## src/rtl/map_display_controller_if.sv

```systemverilog
// Map-store lookup and VGA plotter signals of the map display controller.
// master = map display controller, slave = map store / frame-buffer plotter side.
interface map_display_controller_if;
    logic [4:0] map_x;
    logic [4:0] map_y;
    logic [2:0] spriteType;
    logic       vgaPlot;
    logic [7:0] vga_x;
    logic [7:0] vga_y;
    logic [2:0] vgaColor;

    modport master (
        output map_x, map_y, vgaPlot, vga_x, vga_y, vgaColor,
        input  spriteType
    );
    modport slave (
        input  map_x, map_y, vgaPlot, vga_x, vga_y, vgaColor,
        output spriteType
    );
endinterface

```

## src/rtl/map_display_controller.sv

```systemverilog
// Scans the tile map one pixel per enabled clock and expands each tile's sprite into a 5x5 pattern.
// Optional macro MAP_DISPLAY_DEBUG_EN drives debugLEDs with {spriteType, tile row}.
module map_display_controller #(
    parameter int TILES   = 21,
    parameter int TILE_PX = 5
) (
    input  logic                      clk,
    input  logic                      reset,
    input  logic                      en,
    map_display_controller_if.master  bus,
    output logic [7:0]                debugLEDs
);
    logic [2:0] px, py;
    logic [4:0] tx, ty;

    // px fastest, then py, then tx, then ty; the last pixel wraps straight to the first
    always_ff @(posedge clk) begin
        if (reset) begin
            px <= '0;
            py <= '0;
            tx <= '0;
            ty <= '0;
        end else if (en) begin
            if (px == 3'(TILE_PX - 1)) begin
                px <= '0;
                if (py == 3'(TILE_PX - 1)) begin
                    py <= '0;
                    if (tx == 5'(TILES - 1)) begin
                        tx <= '0;
                        ty <= (ty == 5'(TILES - 1)) ? 5'd0 : ty + 5'd1;
                    end else begin
                        tx <= tx + 5'd1;
                    end
                end else begin
                    py <= py + 3'd1;
                end
            end else begin
                px <= px + 3'd1;
            end
        end
    end

    // Outputs read as the origin while reset is asserted, even before the first edge clears state
    logic [2:0] cur_px, cur_py;
    logic [4:0] cur_tx, cur_ty;
    assign cur_px = reset ? 3'd0 : px;
    assign cur_py = reset ? 3'd0 : py;
    assign cur_tx = reset ? 5'd0 : tx;
    assign cur_ty = reset ? 5'd0 : ty;

    assign bus.map_x   = cur_tx;
    assign bus.map_y   = cur_ty;
    assign bus.vga_x   = 8'(cur_tx) * 8'(TILE_PX) + 8'(cur_px);
    assign bus.vga_y   = 8'(cur_ty) * 8'(TILE_PX) + 8'(cur_py);
    assign bus.vgaPlot = en & ~reset;

    logic [2:0] color;
    always_comb begin
        color = 3'b000;
        case (bus.spriteType)
            3'd1: color = 3'b001;
            3'd2: if (cur_px == 3'd2 && cur_py == 3'd2) color = 3'b111;
            3'd3: if (cur_px >= 3'd1 && cur_px <= 3'd3 &&
                      cur_py >= 3'd1 && cur_py <= 3'd3) color = 3'b111;
            3'd4: if (cur_py == 3'd2) color = 3'b101;
            default: color = 3'b000;
        endcase
    end
    assign bus.vgaColor = color;

`ifdef MAP_DISPLAY_DEBUG_EN
    assign debugLEDs = {bus.spriteType, cur_ty};
`else
    assign debugLEDs = 8'h00;
`endif
endmodule

```

## src/flat_wrapper.sv

```systemverilog
// flat-port wrapper written by rule: the top's interface ports become plain ports
module map_display_controller_flat 
#(
    parameter int TILES   = 21,
    parameter int TILE_PX = 5
)
  (clk, reset, en, debugLEDs, bus_map_x, bus_map_y, bus_vgaPlot, bus_vga_x, bus_vga_y, bus_vgaColor, bus_spriteType);
  map_display_controller_if bus_i ();
  input  logic clk;
  input  logic reset;
  input  logic en;
  output logic [7:0] debugLEDs;
  output wire logic [$bits(bus_i.map_x)-1:0] bus_map_x;
  output wire logic [$bits(bus_i.map_y)-1:0] bus_map_y;
  output wire logic [$bits(bus_i.vgaPlot)-1:0] bus_vgaPlot;
  output wire logic [$bits(bus_i.vga_x)-1:0] bus_vga_x;
  output wire logic [$bits(bus_i.vga_y)-1:0] bus_vga_y;
  output wire logic [$bits(bus_i.vgaColor)-1:0] bus_vgaColor;
  input wire logic [$bits(bus_i.spriteType)-1:0] bus_spriteType;
  assign bus_map_x = bus_i.map_x;
  assign bus_map_y = bus_i.map_y;
  assign bus_vgaPlot = bus_i.vgaPlot;
  assign bus_vga_x = bus_i.vga_x;
  assign bus_vga_y = bus_i.vga_y;
  assign bus_vgaColor = bus_i.vgaColor;
  assign bus_i.spriteType = bus_spriteType;
  map_display_controller #(.TILES(TILES), .TILE_PX(TILE_PX)) u_core (.clk(clk), .reset(reset), .en(en), .bus(bus_i), .debugLEDs(debugLEDs));
endmodule
```

## config.mk

```make
export PLATFORM = sky130hd
export DESIGN_NAME = map_display_controller_flat
export DESIGN_NICKNAME = d
export VERILOG_FILES = /design/src/rtl/map_display_controller_if.sv /design/src/rtl/map_display_controller.sv /design/src/flat_wrapper.sv
export SDC_FILE = /design/constraint.sdc
export NUM_CORES = 1
export LEC_CHECK = 0
export BUFFER_PORTS_ARGS = -buffer_cell sky130_fd_sc_hd__buf_4
export CAP_MARGIN = 25
export CORE_ASPECT_RATIO = 1.1
export CORE_UTILIZATION = 30
export CTS_BUF_LIST = sky130_fd_sc_hd__clkbuf_4
export DETAILED_ROUTE_END_ITERATION = 6
export SLEW_MARGIN = 20
export SYNTH_ARGS = -nofsm -noshare
export SYNTH_HDL_FRONTEND = slang
export SYNTH_SLANG_ARGS = --single-unit
```

## constraint.sdc

```tcl
create_clock -name clk -period 4.3 [get_ports clk]
set_input_delay 0.645 -clock clk [delete_from_list [all_inputs] [get_ports clk]]
set_output_delay 0.645 -clock clk [all_outputs]
set_load 0.03 [all_outputs]
```

After elaboration in Yosys (flattened, before gate mapping)

Cells that the tools add are included.
W data, S select, Z words.

Multiply operators: 2
Add/subtract/negate cells: 6
Order comparisons: 4
Bitwise gates (word level): 2
Muxes and demuxes: 12
Equality and inequality tests: 10
Reductions and logical operators: 7

Operators by type and width:

| cell                  | count |
|---|---|
| $mux W3               | 7 |
| $mux W5               | 4 |
| $add A8 B3 Y8         | 2 |
| $mul A5 B3 Y8 const B | 2 |
| $eq A3 B2 Y1 const B  | 4 |
| $pmux W3 S4           | 1 |
| $add A5 B1 Y5 const B | 2 |
| $eq A5 B5 Y1 const B  | 2 |
| $eq A3 B3 Y1 const B  | 3 |
| $add A3 B1 Y3 const B | 2 |
| $ge A3 B1 Y1 const B  | 2 |
| $le A3 B2 Y1 const B  | 2 |
| $logic_and A1 B1 Y1   | 4 |
| $reduce_and A4 Y1     | 1 |
| $eq A3 B1 Y1 const B  | 1 |
| $reduce_and A3 Y1     | 1 |
| $reduce_and A2 Y1     | 1 |
| $and A1 B1 Y1         | 1 |
| $not A1 Y1            | 1 |

Flip-flop bits (word level): 16
Bits of input ports: 6
Word-level logic and storage cells: 47
Output and inout port bits: 38

Logic depth before layout (Yosys ltp)

Gate-level depths: netlist of the first run.

Depth after elaboration: 7
Gate-level depth with buffers: 12
Gate-level depth less buffers: 10

Worst setup path before layout of the first run

No wires, ideal clock.

Path type: input to output
From: input reset
To: output bus_vga_x[7]
Arrival: 3.556 ns
Slack: 0.099 ns
Cell stages on the path: 10
Required time: 3.655 ns
Cell sequence: clkbuf_1 -> clkbuf_1 -> clkbuf_1 -> nor2_1 -> ha_1 -> ha_1 -> ha_1 -> a21o_1 -> a21oi_1 -> o21ai_0

Cells in the longest elaborated chain, start to end: 3
Elaborated cells between the ends (all ways): 4
Those cells by class: add/sub (1); mul (1); mux (2)

Ends and longest elaborated chain:

| item             | RTL line                     | text |
|---|---|---|
| start, declared  | flat_wrapper.sv:10           | `input logic reset;` |
| $mux W5          | map_display_controller.sv:48 | `assign cur_tx = reset ? 5'd0 : tx;` |
| via bus_map_x[1] | flat_wrapper.sv:13           | `output wire logic [$bits(bus_i.map_x)-1:0] bus_map_x;` |
| $mul A5 B3 Y8    | map_display_controller.sv:53 | `assign bus.vga_x = 8'(cur_tx) * 8'(TILE_PX) + 8'(cur_px);` |
| $add A8 B3 Y8    | map_display_controller.sv:53 |  |
| end, declared    | flat_wrapper.sv:16           | `output wire logic [$bits(bus_i.vga_x)-1:0] bus_vga_x;` |

The timed path passes the listed nets, and every way through them passes these cells.

Worst setup path in the final report of the first run

From: input reset
To: output bus_vga_y[5]

Cells in the longest elaborated chain, start to end: 3
Elaborated cells between the ends (all ways): 4
Those cells by class: add/sub (1); mul (1); mux (2)

Ends and longest elaborated chain:

| item            | RTL line                     | text |
|---|---|---|
| $mux W5         | map_display_controller.sv:49 | `assign cur_ty = reset ? 5'd0 : ty;` |
| $mul A5 B3 Y8   | map_display_controller.sv:54 | `assign bus.vga_y = 8'(cur_ty) * 8'(TILE_PX) + 8'(cur_py);` |
| $add A8 B3 Y8 * | map_display_controller.sv:54 |  |
| end, declared   | flat_wrapper.sv:17           | `output wire logic [$bits(bus_i.vga_y)-1:0] bus_vga_y;` |

Every way passes the cells marked *; elsewhere a longest branch is shown, timed or not.

==> results by stage, run 1 <==
Routing:
- Summed over all nets, wire length on met2 after detailed routing comes to between 1.5 and 2 mm.
- For this block, the routed nets add up to between 3 and 4 mm of wire.
- For this run, design rule violations remaining after detail routing come to 0.
- In the final routing, the length of wire on met1 measures approximately 1.7 mm.
- The initial DRC count is 32.
- The detailed-routing iteration count for the pre-antenna-repair pass is 4.
- After detailed routing, the number of vias per cell comes to 4.60.
- For this block, the via count after detailed routing is around 1500.
- Signal routing reaches up to met4.
- The met3 routed wirelength is approximately 150 µm.
- The detail route stage leaves a number of antenna-violating nets equal to 0.
- After detailed routing, the average wire length per cell comes to ~10 µm.

Synth:
- The commonest cells after synthesis are sky130_fd_sc_hd__ha_1 (34), sky130_fd_sc_hd__nor2_1 (32), sky130_fd_sc_hd__dfxtp_1 (16), sky130_fd_sc_hd__inv_1 (16), sky130_fd_sc_hd__nand2_1 (16).
- Counting flops with a built-in enable in the synthesized netlist gives 0.
- In this run, synthesis produced a sequential element count of 16.
- The number of instances in the synthesized netlist is 224.
- Of all cell types, the one taking the most synthesized area is sky130_fd_sc_hd__ha_1.
- For this run, the number of Yosys warnings is 0.
- The share of flip-flops with an asynchronous set or reset is 0%.
- Each instance of the synthesized netlist takes up on average about 7.9 µm².
- The cell area after technology mapping is roughly 0.0018 mm².
- The synthesized netlist contains 40 unique library cells.
- The prevailing post-synth register cell is sky130_fd_sc_hd__dfxtp_1.
- The top cell type by area accounts for roughly a quarter of the synthesized area.
- Ranked by total cell area, the synthesized netlist is headed by sky130_fd_sc_hd__ha_1 (24%), sky130_fd_sc_hd__dfxtp_1 (18%), sky130_fd_sc_hd__nor2_1 (6.8%).
- The sequential share of the synthesized area is 18.0%.
- Among all cell types in the netlist, the one instantiated most often is sky130_fd_sc_hd__ha_1.

Timing:
- Setup repair after global routing left no endpoint under its margin.
- On the final layout, the worst clock skew is approximately 0.0021 ns.
- The number of setup violations in the final report is 0.
- The hold violation total from the final report is 0.
- The total negative setup slack is 0 ns.
- The total count of max-transition violations in the final report is 0.
- The period utilization is around four fifths.
- Static timing analysis puts the maximum clock frequency at about 0.28 GHz.
- Across all hold checks on the routed design, the worst slack comes to between 0.5 and 0.6 ns.
- The worst path in the final design needs a cycle of approximately 3.5 ns, including I/O delays and setup.

Clock network:
- The maximum root-to-sink buffer count is 2.
- CTS built an H-tree with a depth of 1.
- The clock-pin slew of the registers on the worst-case setup and hold paths is roughly 0.090 ns.
- Once the clock tree was built, the resizer swapped 0 gates to a different size.
- TritonCTS built the clock tree.
- The number of buffers added by the clock tree synthesis step is 3.
- The tree is rooted in a sky130_fd_sc_hd__clkbuf_4.
- The count of buffers added by post-CTS timing repair for setup is 0.
- The number of hold-repair buffers added at the cts stage is 0.
- Clock latency on the worst-skew pair, taken at its later pin, is roughly 0.28 ns.
- The sink count of the clock tree is 16.

Die:
- The die extent in y is ~83 µm.
- The x dimension of the die is 75.4 µm.
- Once the floorplan was initialized, standard cells occupied 31.0% of the core.
- The number of placement rows is 29.
- In this run the standard cell core region covers roughly 0.0057 mm².
- The number of top-level design ports is 44.
- The die covers about 0.0062 mm².

Global routing:
- The first global-routing pass estimated 5.60 mm of wire.
- The overall routing resource usage is 11.3%.
- The number of global-route vias before repair is about 1300.
- The final global-route overflow total is 0.
- The pin count of the biggest net entering global routing is 44.
- The initial antenna violation count is 0.

Worst setup path:
- The number of buffers and inverters on the critical path is 2.
- The cell that appears most often on the critical path is sky130_fd_sc_hd__ha_1.
- The kind of launch point of the worst setup path is an input pin.
- The family with the most delay on the worst path is adder cells.
- Along the worst path, the maximum fanout reaches 43.
- The delay of the slowest cell on the worst path is between 0.3 and 0.4 ns.
- The element type at the critical path end is an output pin.
- The required arrival time at the worst endpoint is approximately 3.7 ns.
- The worst setup path is of the in2out kind.
- The critical path goes through buf_4 -> nor2b_1 -> ha_1 -> ha_1 -> ha_1 -> a21o_1 -> a21oi_1 -> xnor2_1 -> buf_4.
- The slowest cell on the critical path is sky130_fd_sc_hd__nor2b_1.
- The data arrival time of the worst path is approximately 2.9 ns.

Place:
- The count of buffers added on input and output ports is 35.
- The routability congestion estimate from global placement is roughly 0.71.
- The wire-length estimate of the detail-placed layout is 2.81 mm.

Power and ir drop:
- The relative contribution of combinational cells to total power is between 15 and 20%.
- The power density over cell area is 131 mW/mm².
- The worst ir drop on vdd is about 0.06 mV.
- For this design the static power due to leakage is a little over 1 nW.
- The clock network fraction of design power is 28.2%.
- Net switching is between 20% and 30% of the power.
- The internal portion of the total power is just under 0.0002 W.
- The fraction of power consumed by sequential logic is a little under three fifths.
- The switching power is between 0.00007 and 0.00008 W.

Run:
- The max-capacitance violation count is 0.

Cells and area:
- From synthesis to final layout, the design area changed by 17.4%.
- In the final layout, the share of cells above drive strength 1 is between 10% and 20%.
- 0 antenna diodes ended up in the layout.
- In the final design database the tool counted a little under 300 nets.

Outcome:
- The run finished with clean final reports.

Min path:
- The tightest min-delay check is of the reg2reg type.
-- path summary, 6_finish.rpt --
path,start,to,slack [ns],depth (start not counted)
setup / recovery,reset,bus_vga_y[5],0.78,9
hold / removal,u_core.py[1]$_SDFFE_PP0P_,u_core.py[1]$_SDFFE_PP0P_,0.52,2
setup reg to reg,u_core.py[0]$_SDFFE_PP0P_,u_core.ty[3]$_SDFFE_PP0P_,2.37,6
hold reg to reg,u_core.py[1]$_SDFFE_PP0P_,u_core.py[1]$_SDFFE_PP0P_,0.52,2
-- per-layer routing --
layer | vias up | global-route usage [%]
li1 | 808 | -
met1 | 677 | 14.6
met2 | 32 | 19.2
met3 | 2 | 2.05
met4 | 0 | 3.33
met5 | - | 0
-- placed cells by master (no fill, tap or decap), types with 2 or more instances in the layout --
master / instances
sky130_fd_sc_hd__inv_1: 16
sky130_fd_sc_hd__ha_1: 34
sky130_fd_sc_hd__nand2_1: 16
sky130_fd_sc_hd__o211ai_1: 3
sky130_fd_sc_hd__conb_1: 8
sky130_fd_sc_hd__a21oi_1: 15
sky130_fd_sc_hd__dfxtp_1: 16
sky130_fd_sc_hd__xnor2_1: 13
sky130_fd_sc_hd__buf_4: 35
sky130_fd_sc_hd__o21ai_0: 6
sky130_fd_sc_hd__nor2_1: 32
sky130_fd_sc_hd__a21o_1: 2
sky130_fd_sc_hd__o21ai_1: 2
sky130_fd_sc_hd__clkbuf_4: 3
sky130_fd_sc_hd__mux2i_1: 4
sky130_fd_sc_hd__nor3b_1: 2
sky130_fd_sc_hd__nand2b_1: 2
sky130_fd_sc_hd__o21a_1: 2
sky130_fd_sc_hd__nand3b_1: 2
sky130_fd_sc_hd__nor3_1: 4
sky130_fd_sc_hd__nor2b_1: 12
sky130_fd_sc_hd__nor4_1: 2
sky130_fd_sc_hd__nand3_1: 2
sky130_fd_sc_hd__nand3_2: 2
sky130_fd_sc_hd__fa_1: 2
sky130_fd_sc_hd__and3_1: 2
-- layout make-up --
cell class | count | area, µm²
clock buffer | 3 | 22.5
fill | 618 | 3640
sequential | 16 | 320
multi-input combinational | 183 | 1330
inverter | 16 | 60.1
timing repair buffer | 35 | 263
tap | 77 | 96.3
-- power by group through the flow --
stage	Sequential, W	Clock (W)	Combinational, W
after global routing	0.000153	0.0000869	0.0000484
after detailed placement	0.000156	0	0.0000429
final	0.000153	0.0000769	0.0000431
after CTS	0.000153	0.0000812	0.0000434
after global placement	0.000156	0	0.0000432
after floorplan	0.000156	0	0.0000399
-- stage by stage --
stage                     util [%]  cells  power, W  setup WS, ns  area, µm²
after floorplan                  -    231  0.000195        0.0994       1810
after global placement        36.1    327  0.000199         0.782       2070
after detailed placement      36.1    327  0.000199         0.769       2070
after CTS                     36.4    330  0.000277         0.759       2090
after global routing          36.4    330  0.000288         0.656       2090
final                         36.4    330  0.000273         0.778       2090
-- worst reg2reg max path: stages, from the launching register on --
cell and delay, ns:
sky130_fd_sc_hd__dfxtp_1 0.37, sky130_fd_sc_hd__inv_1 0.12, sky130_fd_sc_hd__ha_1 0.27, sky130_fd_sc_hd__nand3_2 0.16, sky130_fd_sc_hd__nor3_4 0.34, sky130_fd_sc_hd__and4_1 0.25, sky130_fd_sc_hd__mux2_1 0.31
-- sequential cells by signal, indices dropped and copies added (netlist names) --
name / cells
u_core.tx: 5
u_core.py: 3
u_core.ty: 5
u_core.px: 3
-- cell families after synthesis --
| group | after synthesis | synth area share (%) |
|---|---|---|
| buf+inv | 32 | 8.86 |
| xor+xnor | 14 | 6.89 |
| compound gates | 36 | 12.3 |
| mux | 5 | 2.88 |
| fa+ha+maj | 36 | 26.2 |
| simple gates | 84 | 24.7 |
| other cells | 1 | 0.211 |
| flops | 16 | 18.0 |
Power figures use the tool's default switching activity.
==> inputs of run 2 (changes only) <==
Settings changed: ABC_AREA set to 1.
Clock period 4.3 ns to 2.95 ns, I/O delays scaled along.
==> run 2 against run 1 <==
  * Synthesized cell count rose by 25%
  * Sequential share of layout area down 1.6 points
  * Combinational power rose by 84%
  * Synthesized area rose by 3.9%
  * Worst setup slack got worse by 0.63 ns
  * Global-route usage grew 1.1 points
  * Critical path depth stayed put
  * Critical endpoint is now bus_vga_x[4]
  * Largest cell class unchanged
==> results by stage, run 2 <==
Worst setup path:
- The kind of launch point of the worst setup path is a flop.
- In this run the worst path has a maximum fanout of 6.
- The terminus of the critical flop-to-flop path is u_core.tx[3]$_SDFFE_PP0P_.
- The data arrival time of the worst path is approximately 2.4 ns.
- The delay of the slowest cell on the worst path is between 0.3 and 0.4 ns.
- The library cell appearing most often on the critical path is sky130_fd_sc_hd__ha_1.
- The launch point of the worst path is u_core.tx[1]$_SDFFE_PP0P_.
- At the worst endpoint, the required time is approximately 2.5 ns.
- The element type at the critical path end is an output pin.
- The launch instance of the worst register-to-register path is u_core.px[0]$_SDFFE_PP0P_.
- In this run the worst setup path terminates at bus_vga_x[4].
- The number of cells on the worst reg-to-reg path is 9.
- The slowest cell on the critical path is sky130_fd_sc_hd__ha_2.
- The kind of critical path is reg2out.
- The signal on the critical path passes through inv_1 -> nor2_4 -> ha_1 -> ha_1 -> ha_2 -> nand2_1 -> nand3_1 -> xor2_4 -> buf_4.
- Across all register-to-register paths, the minimum setup slack is 1.31 ns.

Timing:
- The fmax is roughly 0.36 GHz.
- The period utilization is around 95%.
- The total count of max-transition violations in the final report was 0.
- The clock arrives with 0.00487 ns of skew.
- The worst path in the final design needs a cycle of 2.81 ns, including I/O delays and setup.
- The tightest hold path in the finished design has a slack of between 0.4 and 0.5 ns.
- Setup violations remaining at the end of the flow were counted as 0.
- The hold violation total from the final report is 0.

Die:
- Once the floorplan was initialized, standard cells occupied between 30% and 40% of the core.
- Measured along the y axis, the die boundary spans about 84 µm.
- The x dimension of the die is 76.9 µm.
- 44 I/O pins were placed.
- The die area is 0.00648 mm².
- The number of placement rows is 29.
- The total area inside the core boundary comes to between 0.005 and 0.006 mm².

Routing:
- The number of nets with antenna violations after detailed routing is 0.
- After detailed routing, the number of remaining DRC violations is 0.
- The first detailed-routing pass took 6 iterations.
- The per-cell via count in the routed design is 4.51.
- The total via count in the routed design is about 1800.
- The final layout contains routed wiring with a total length of approximately 3.9 mm.
- The initial DRC count is 75.
- In the final routed layout, each cell accounts on average for about 9.8 µm.

Power and ir drop:
- For this design the total switching power over the nets is roughly 0.00013 W.
- Internal power comes to around 0.00029 W.
- Summed over all cells, the static leakage comes to around 1.3 nW.
- In this run, flip-flops and latches consume between 50 and 60% of the power.
- Per report_power, the combinational group accounts for approximately a fifth of the total.
- Per report_power, the clock group accounts for between 20 and 30% of the total.
- The fraction of power spent switching nets is between 30% and 40%.
- Dividing total power by cell area gives a power density of 177 mW/mm².
- The worst ir drop on vdd is 0.111 mV.

Cells and area:
- The post-layout net count is 364.
- The antenna diode count is 0.
- In the final layout, the registers with the most flip-flops are u_core.tx x5, u_core.ty x5.
- In the layout the commonest cells are sky130_fd_sc_hd__nand2_1 (61), sky130_fd_sc_hd__buf_4 (41), sky130_fd_sc_hd__inv_1 (40).
- Fill cells in the final layout number approximately 640.
- The fraction of final layout cells sized beyond drive strength 1 is ~27%.
- The final non-filler cell area is 0.00240 mm².
- The most common cell after layout, fill and taps aside is sky130_fd_sc_hd__nand2_1.
- Compared with the post-synthesis result, the final layout area differs by 30.0%.

Synth:
- The area share of the leading cell type in the synthesized netlist is between 20% and 30%.
- In this run, synthesis inferred 0 flip-flops with an integrated enable.
- For this run, the register share of the synthesized area comes to between 15 and 20%.
- Yosys printed 0 warnings.
- For this run, the leading register cell type out of synthesis is sky130_fd_sc_hd__dfxtp_1.
- The mean instance size in the synthesized netlist is approximately 6.6 µm².
- Counting distinct cell types in the post-synthesis netlist gives 27.
- The synthesized netlist occupies a cell area of 0.00185 mm².
- After technology mapping, the gate count stands at 280.
- Counting flops and latches in the post-synthesis netlist gives 16.
- Yosys instantiated no cell more often than sky130_fd_sc_hd__nand2_1.
- Ranked by total cell area, the synthesized netlist is headed by sky130_fd_sc_hd__ha_1 (23%), sky130_fd_sc_hd__dfxtp_1 (17%), sky130_fd_sc_hd__nand2_1 (12%).
- Of all flip-flops after synthesis, the portion carrying an async set or reset was 0%.
- The top cell type by total area after synthesis is sky130_fd_sc_hd__ha_1.
- By count the netlist is led by sky130_fd_sc_hd__nand2_1 (61), sky130_fd_sc_hd__inv_1 (43), sky130_fd_sc_hd__nor2_1 (39).

Global routing:
- The initial antenna violation count came to 0.
- The number of global-route vias before repair is 1638.
- The final global-route overflow total is 0.
- Global routing consumed, over all layers together, between 10 and 15% of the routing resources.
- The pin count of the biggest net entering global routing is 16.
- The wire length of the first global-routing pass is 6.85 mm.

Place:
- The count of buffers added on input and output ports is 35.
- The final HPWL from detailed placement is 3.23 mm.
- In this run the cell area measured after placement is approximately 0.0023 mm².
- The routability congestion estimate from global placement is 0.796.

Clock network:
- The root buffer cell is sky130_fd_sc_hd__clkbuf_4.
- At the later pin of the worst-skew pair, clock insertion delay measures approximately 0.29 ns.
- The maximum root-to-sink buffer count is 2.
- Clock-pin slew was measured on the worst setup and hold paths at ~0.10 ns.
- In this run, post-CTS hold repair placed 0 buffers.
- The sink count of the clock tree is 16.
- In this run the number of H-tree levels came out at 1.
- The number of buffers added by the clock tree synthesis step is 3.
- TritonCTS built the clock tree.

Outcome:
- The run finished with clean final reports.

Run:
- Across the run, the number of max-cap violations was 0.

Min path:
- The min-delay analysis places its worst path in the category in2reg.
## run 2: cell types whose count changed after synthesis, moves of 11 or more
cell                      before  now
sky130_fd_sc_hd__nor2b_1      12    0
sky130_fd_sc_hd__nand2_1      16   61
sky130_fd_sc_hd__nand4_1       0   11
sky130_fd_sc_hd__nand3_1       2   16
sky130_fd_sc_hd__inv_1        16   43
sky130_fd_sc_hd__xnor2_1      13    2
## run 2: kinds of logic after synthesis
kind of cell | Yosys count | share of synthesized area (%)
buf+inv | 55 | 13.3
flops | 16 | 17.3
compound gates | 24 | 7.31
other cells | 1 | 0.203
xor+xnor | 7 | 3.32
fa+ha+maj | 36 | 25.2
simple gates | 141 | 33.4
## run 2: what timing repair did
action,in CTS,in global routing
pin swaps,0,2
endpoints found under the setup margin,1,8
gates resized for setup,2,22
setup buffers,0,2
## run 2: routing by layer
| metal | track usage (%) | share of wire (%) |
|---|---|---|
| met5 | 0 | 0 |
| met4 | 2.62 | 0.75 |
| met3 | 2.07 | 2.5 |
| met2 | 21.2 | 47 |
| met1 | 16.3 | 50 |
## run 2: worst min-delay path by stage
stage	cells past startpoint	startpoint	slack [ns]	end
final	3	en	0.46	u_core.px[2]$_SDFFE_PP0P_
after CTS	3	en	0.45	u_core.px[2]$_SDFFE_PP0P_
after global placement	2	u_core.tx[0]$_SDFFE_PP0P_	0.47	u_core.tx[0]$_SDFFE_PP0P_
after floorplan	2	u_core.tx[0]$_SDFFE_PP0P_	0.46	u_core.tx[0]$_SDFFE_PP0P_
after detailed placement	2	u_core.tx[0]$_SDFFE_PP0P_	0.48	u_core.tx[0]$_SDFFE_PP0P_
after global routing	3	en	0.46	u_core.px[2]$_SDFFE_PP0P_
## run 2: power by group through the flow
stage	clock network (W)	registers (W)	logic, W
2_1_floorplan	0	0.000228	0.0000663
3_3_place_gp	0	0.000228	0.0000759
3_5_place_dp	0	0.000229	0.0000769
4_1_cts	0.000132	0.000224	0.0000772
6_report	0.000124	0.000223	0.0000792
5_1_grt	0.000140	0.000224	0.0000872
## run 2: metrics by stage
stage | instances | worst slack [ns] | util, % | TNS [ns] | total power, W
after floorplan | 287 | 0.0000155 | - | 0 | 0.000294
after global placement | 392 | 0.0500 | 39.4 | 0 | 0.000304
after detailed placement | 392 | 0.00401 | 39.4 | 0 | 0.000305
after CTS | 396 | 0.000592 | 39.9 | 0 | 0.000433
after global routing | 398 | -0.0118 | 41.1 | -0.0118 | 0.000451
final | 398 | 0.144 | 41.1 | 0 | 0.000426
## run 2: worst max-delay path, delay by kind of cell (launching register included)
family / cells / cell delay (ns)
adder cells (fa/ha/maj): 3 / 0.93
AND/OR/NAND/NOR: 3 / 0.40
flip-flops: 1 / 0.34
buffers and inverters: 2 / 0.26
XOR/XNOR: 1 / 0.15
## run 2: area by class of cell
cell class | instances | area [µm²] | share of cell area (%)
flip-flops and latches | 16 | 330 | 13.7
clock buffers | 3 | 22.5 | 0.937
multi-input cells | 216 | 1460 | 60.8
repair buffers | 42 | 328 | 13.6
clock inverters | 1 | 3.75 | 0.156
well taps | 77 | 96.3 | 4.01
inverters | 43 | 161 | 6.72
==> inputs of run 3 (changes only) <==
Settings changed: ABC_AREA 1 to not set.
==> run 3 against run 2 <==
  * Final area increased by 3.7%
  * Maximum frequency down 0.38%
  * Non-clock buffer count increased by 1
  * Final cell count is 15% lower
  * Global-route usage grew 0.42 points
  * Die area shrank 3.7%
  * Clock skew is 0.0016 ns lower
  * Wire length decreased by 8.4%
  * Largest power group unchanged
==> results by stage, run 3 (synthesized netlist as in run 1, its figures left out) <==
Worst setup path:
- The kind of critical path is reg2out.
- The maximum fanout along the worst path is 5.
- The launch instance of the worst register-to-register path is u_core.py[0]$_SDFFE_PP0P_.
- The slowest cell on the critical path is sky130_fd_sc_hd__dfxtp_4.
- The library cell appearing most often on the critical path is sky130_fd_sc_hd__ha_4.
- For this run, the slowest stage of the critical path takes between 0.3 and 0.4 ns.
- The launch point of the worst path is u_core.tx[4]$_SDFFE_PP0P_.
- Traced cell by cell, the critical path runs through nor2b_4 -> ha_1 -> ha_4 -> ha_4 -> nand2_1 -> o211ai_1 -> a21oi_2 -> xnor2_2 -> buf_6.
- For the worst setup path, the data arrival time is between 2 and 2.5 ns.
- Setup slack on the worst reg-to-reg path comes out at 1.05 ns.
- The required arrival time at the worst endpoint is 2.51 ns.
- The number of cells on the worst reg-to-reg path is 6.
- The most critical setup path has its endpoint at bus_vga_x[6].
- STA classifies the critical path endpoint as an output pin.
- STA classifies the critical path startpoint as a flop.
- In this run the critical register-to-register path is captured at u_core.ty[3]$_SDFFE_PP0P_.

Die:
- The core region is about 0.0057 mm².
- The starting utilization of the core area is between 30% and 40%.
- The die area is 0.00624 mm².
- The x dimension of the die is around 75 µm.
- The number of placement rows is 29.
- The die extent in y is 82.8 µm.
- The number of top-level design ports is 44.

Place:
- The routability congestion estimate from global placement is around 0.76.
- Detailed placement finished with a half-perimeter wire length of 2.91 mm.
- The number of buffers added on ports is 35.

Cells and area:
- The antenna diode count is 0.
- The top cell types in the final layout, fill and taps aside, are sky130_fd_sc_hd__buf_4 (39), sky130_fd_sc_hd__nor2_1 (28), sky130_fd_sc_hd__ha_1 (23).
- The largest registers in the layout are u_core.tx x5, u_core.ty x5.
- Registers take around 340 µm².
- The area growth from synthesis to layout is 40.1%.
- Of the cells placed in the final design, the portion with a size suffix greater than 1 is 36.6%.
- The post-layout net count is 305.
- The count of filler cells inserted in the layout is between 500 and 600.
- The most common cell after layout, fill and taps aside is sky130_fd_sc_hd__buf_4.
- The area taken by multi-input logic gates is roughly 0.0016 mm².

Timing:
- The total count of max-transition violations in the final report is 0.
- For the finished layout, the period the worst path requires is 2.82 ns.
- The hold violation total from the final report is 0.
- The tightest hold path in the finished design has a slack of about 0.45 ns.
- The clock arrives with between 0.003 and 0.004 ns of skew.
- The period utilization is between 90 and 100%.
- The total negative setup slack is 0 ns.
- The number of setup violations in the final report is 0.
- Setup repair after global routing could not meet its margin everywhere.
- Based on the critical path, the design can be clocked at up to between 0.3 and 0.4 GHz.

Power and ir drop:
- The leakage power is about 1.1 nW.
- In this run the power density over the cells is roughly 170 mW/mm².
- The total design power is approximately 0.00042 W.
- IR analysis of the VDD net gives a maximum drop of about 0.084 mV.

Clock network:
- The number of hold-repair buffers added at the cts stage is 0.
- The CTS tree is built.
- The root buffer cell is sky130_fd_sc_hd__clkbuf_4.
- After clock tree synthesis, the clock-pin slew on the worst setup and hold paths is 0.10 ns.
- CTS built an H-tree with a depth of 1.
- The maximum root-to-sink buffer count is 2.
- The number of buffers added by the clock tree synthesis step is 3.
- The clock latency of the later-clocked register in the worst-skew pair is approximately 0.3 ns.
- For this design, the sink count on the clock tree is 16.

Routing:
- The routed design has approximately 3.6 mm of wire.
- The detailed router placed 1576 vias in this run.
- The first routing iteration left 52 violations.
- The detailed-routing iteration count for the pre-antenna-repair pass is 4.
- In the routed layout, each cell is associated on average with a via count of about 4.6.
- After detailed routing, the average wire length per cell comes to around 10 µm.
- The DRC violations left is 0.
- The count of nets left with antenna violations once routing finished came out at 0.

Outcome:
- The flow ran to the end, and the final reports show no timing, DRC or antenna violations.

Min path:
- The min-delay analysis places its worst path in the category in2reg.

Global routing:
- The first global-routing pass estimated 6.25 mm of wire.
- The initial antenna violation count was 0.
- The overall routing resource usage is between 10% and 20%.
- The number of global-route vias before repair is around 1500.
- The pin count of the biggest net entering global routing is 30.
- Summed over all layers, the global routing overflow is 0.

Run:
- The max-capacitance violation count is 0.
run 3: cell types whose count changed in the layout (fill, tap and decap cells not counted), sizes merged, moves of 3 or more:
cell,before,now
nand2,62,16
inv,43,16
nand3,18,5
nor2b,0,12
nand4,11,0
xnor2,2,13
nor2,42,32
mux2i,0,4
xor2,5,1
a21oi,12,15
run 3: how the worst min path moves through the flow:
stage,from,to,slack [ns],depth (start not counted)
finish,en,u_core.px[1]$_SDFFE_PP0P_,0.45,3
global route,en,u_core.px[1]$_SDFFE_PP0P_,0.45,3
CTS,en,u_core.px[1]$_SDFFE_PP0P_,0.44,3
detailed placement,u_core.tx[0]$_SDFFE_PP0P_,u_core.tx[0]$_SDFFE_PP0P_,0.51,2
global placement,u_core.py[1]$_SDFFE_PP0P_,u_core.py[1]$_SDFFE_PP0P_,0.50,2
floorplan,u_core.py[1]$_SDFFE_PP0P_,u_core.py[1]$_SDFFE_PP0P_,0.48,2
run 3: cell type report:
cell class | count | share of cell area (%)
clock inverter | 1 | 0.151
timing repair buffer | 43 | 13.6
clock buffer | 3 | 0.904
tap | 77 | 3.87
inverter | 16 | 2.41
sequential | 16 | 13.6
multi-input combinational | 183 | 65.5
run 3: repair_timing:
item,4_1_cts,5_1_grt
endpoints found under the setup margin,2,6
pin swaps,2,5
resized for setup,4,19
buffers inserted,1,2
run 3: routing by layer:
metal	up-vias	wire length (µm)	track usage (%)
met4	0	50	5.00
li1	826	-	-
met5	-	0	0
met2	34	1710	20.9
met3	4	126	2.29
met1	712	1670	16.8
run 3: power breakdown:
group	switching [W]	total [W]	internal, W
Combinational	0.0000457	0.0000672	0.0000215
Sequential	0.00000397	0.000221	0.000217
Clock	0.0000792	0.000129	0.0000494
Total	0.000129	0.000417	0.000288
run 3: worst max-delay path, delay by kind of cell, from the launching register on:
kind	cells	cell delay, ns
AO/OA/AOI/OAI	2	0.30
XOR/XNOR	1	0.19
flip-flops	1	0.37
AND/OR/NAND/NOR	2	0.19
buffers and inverters	1	0.15
adder cells (fa/ha/maj)	3	0.88
run 3: metrics by stage:
| stage | worst slack [ns] | utilization, % | cell area (µm²) | instances |
|---|---|---|---|---|
| finish | 0.133 | 43.5 | 2490 | 339 |
| global route | -0.0136 | 43.5 | 2490 | 339 |
| CTS | 0.0147 | 42.4 | 2430 | 337 |
| detailed placement | 0.0191 | 41.6 | 2380 | 332 |
| global placement | 0.0373 | 41.6 | 2380 | 332 |
| floorplan | -0.0860 | - | 2150 | 231 |
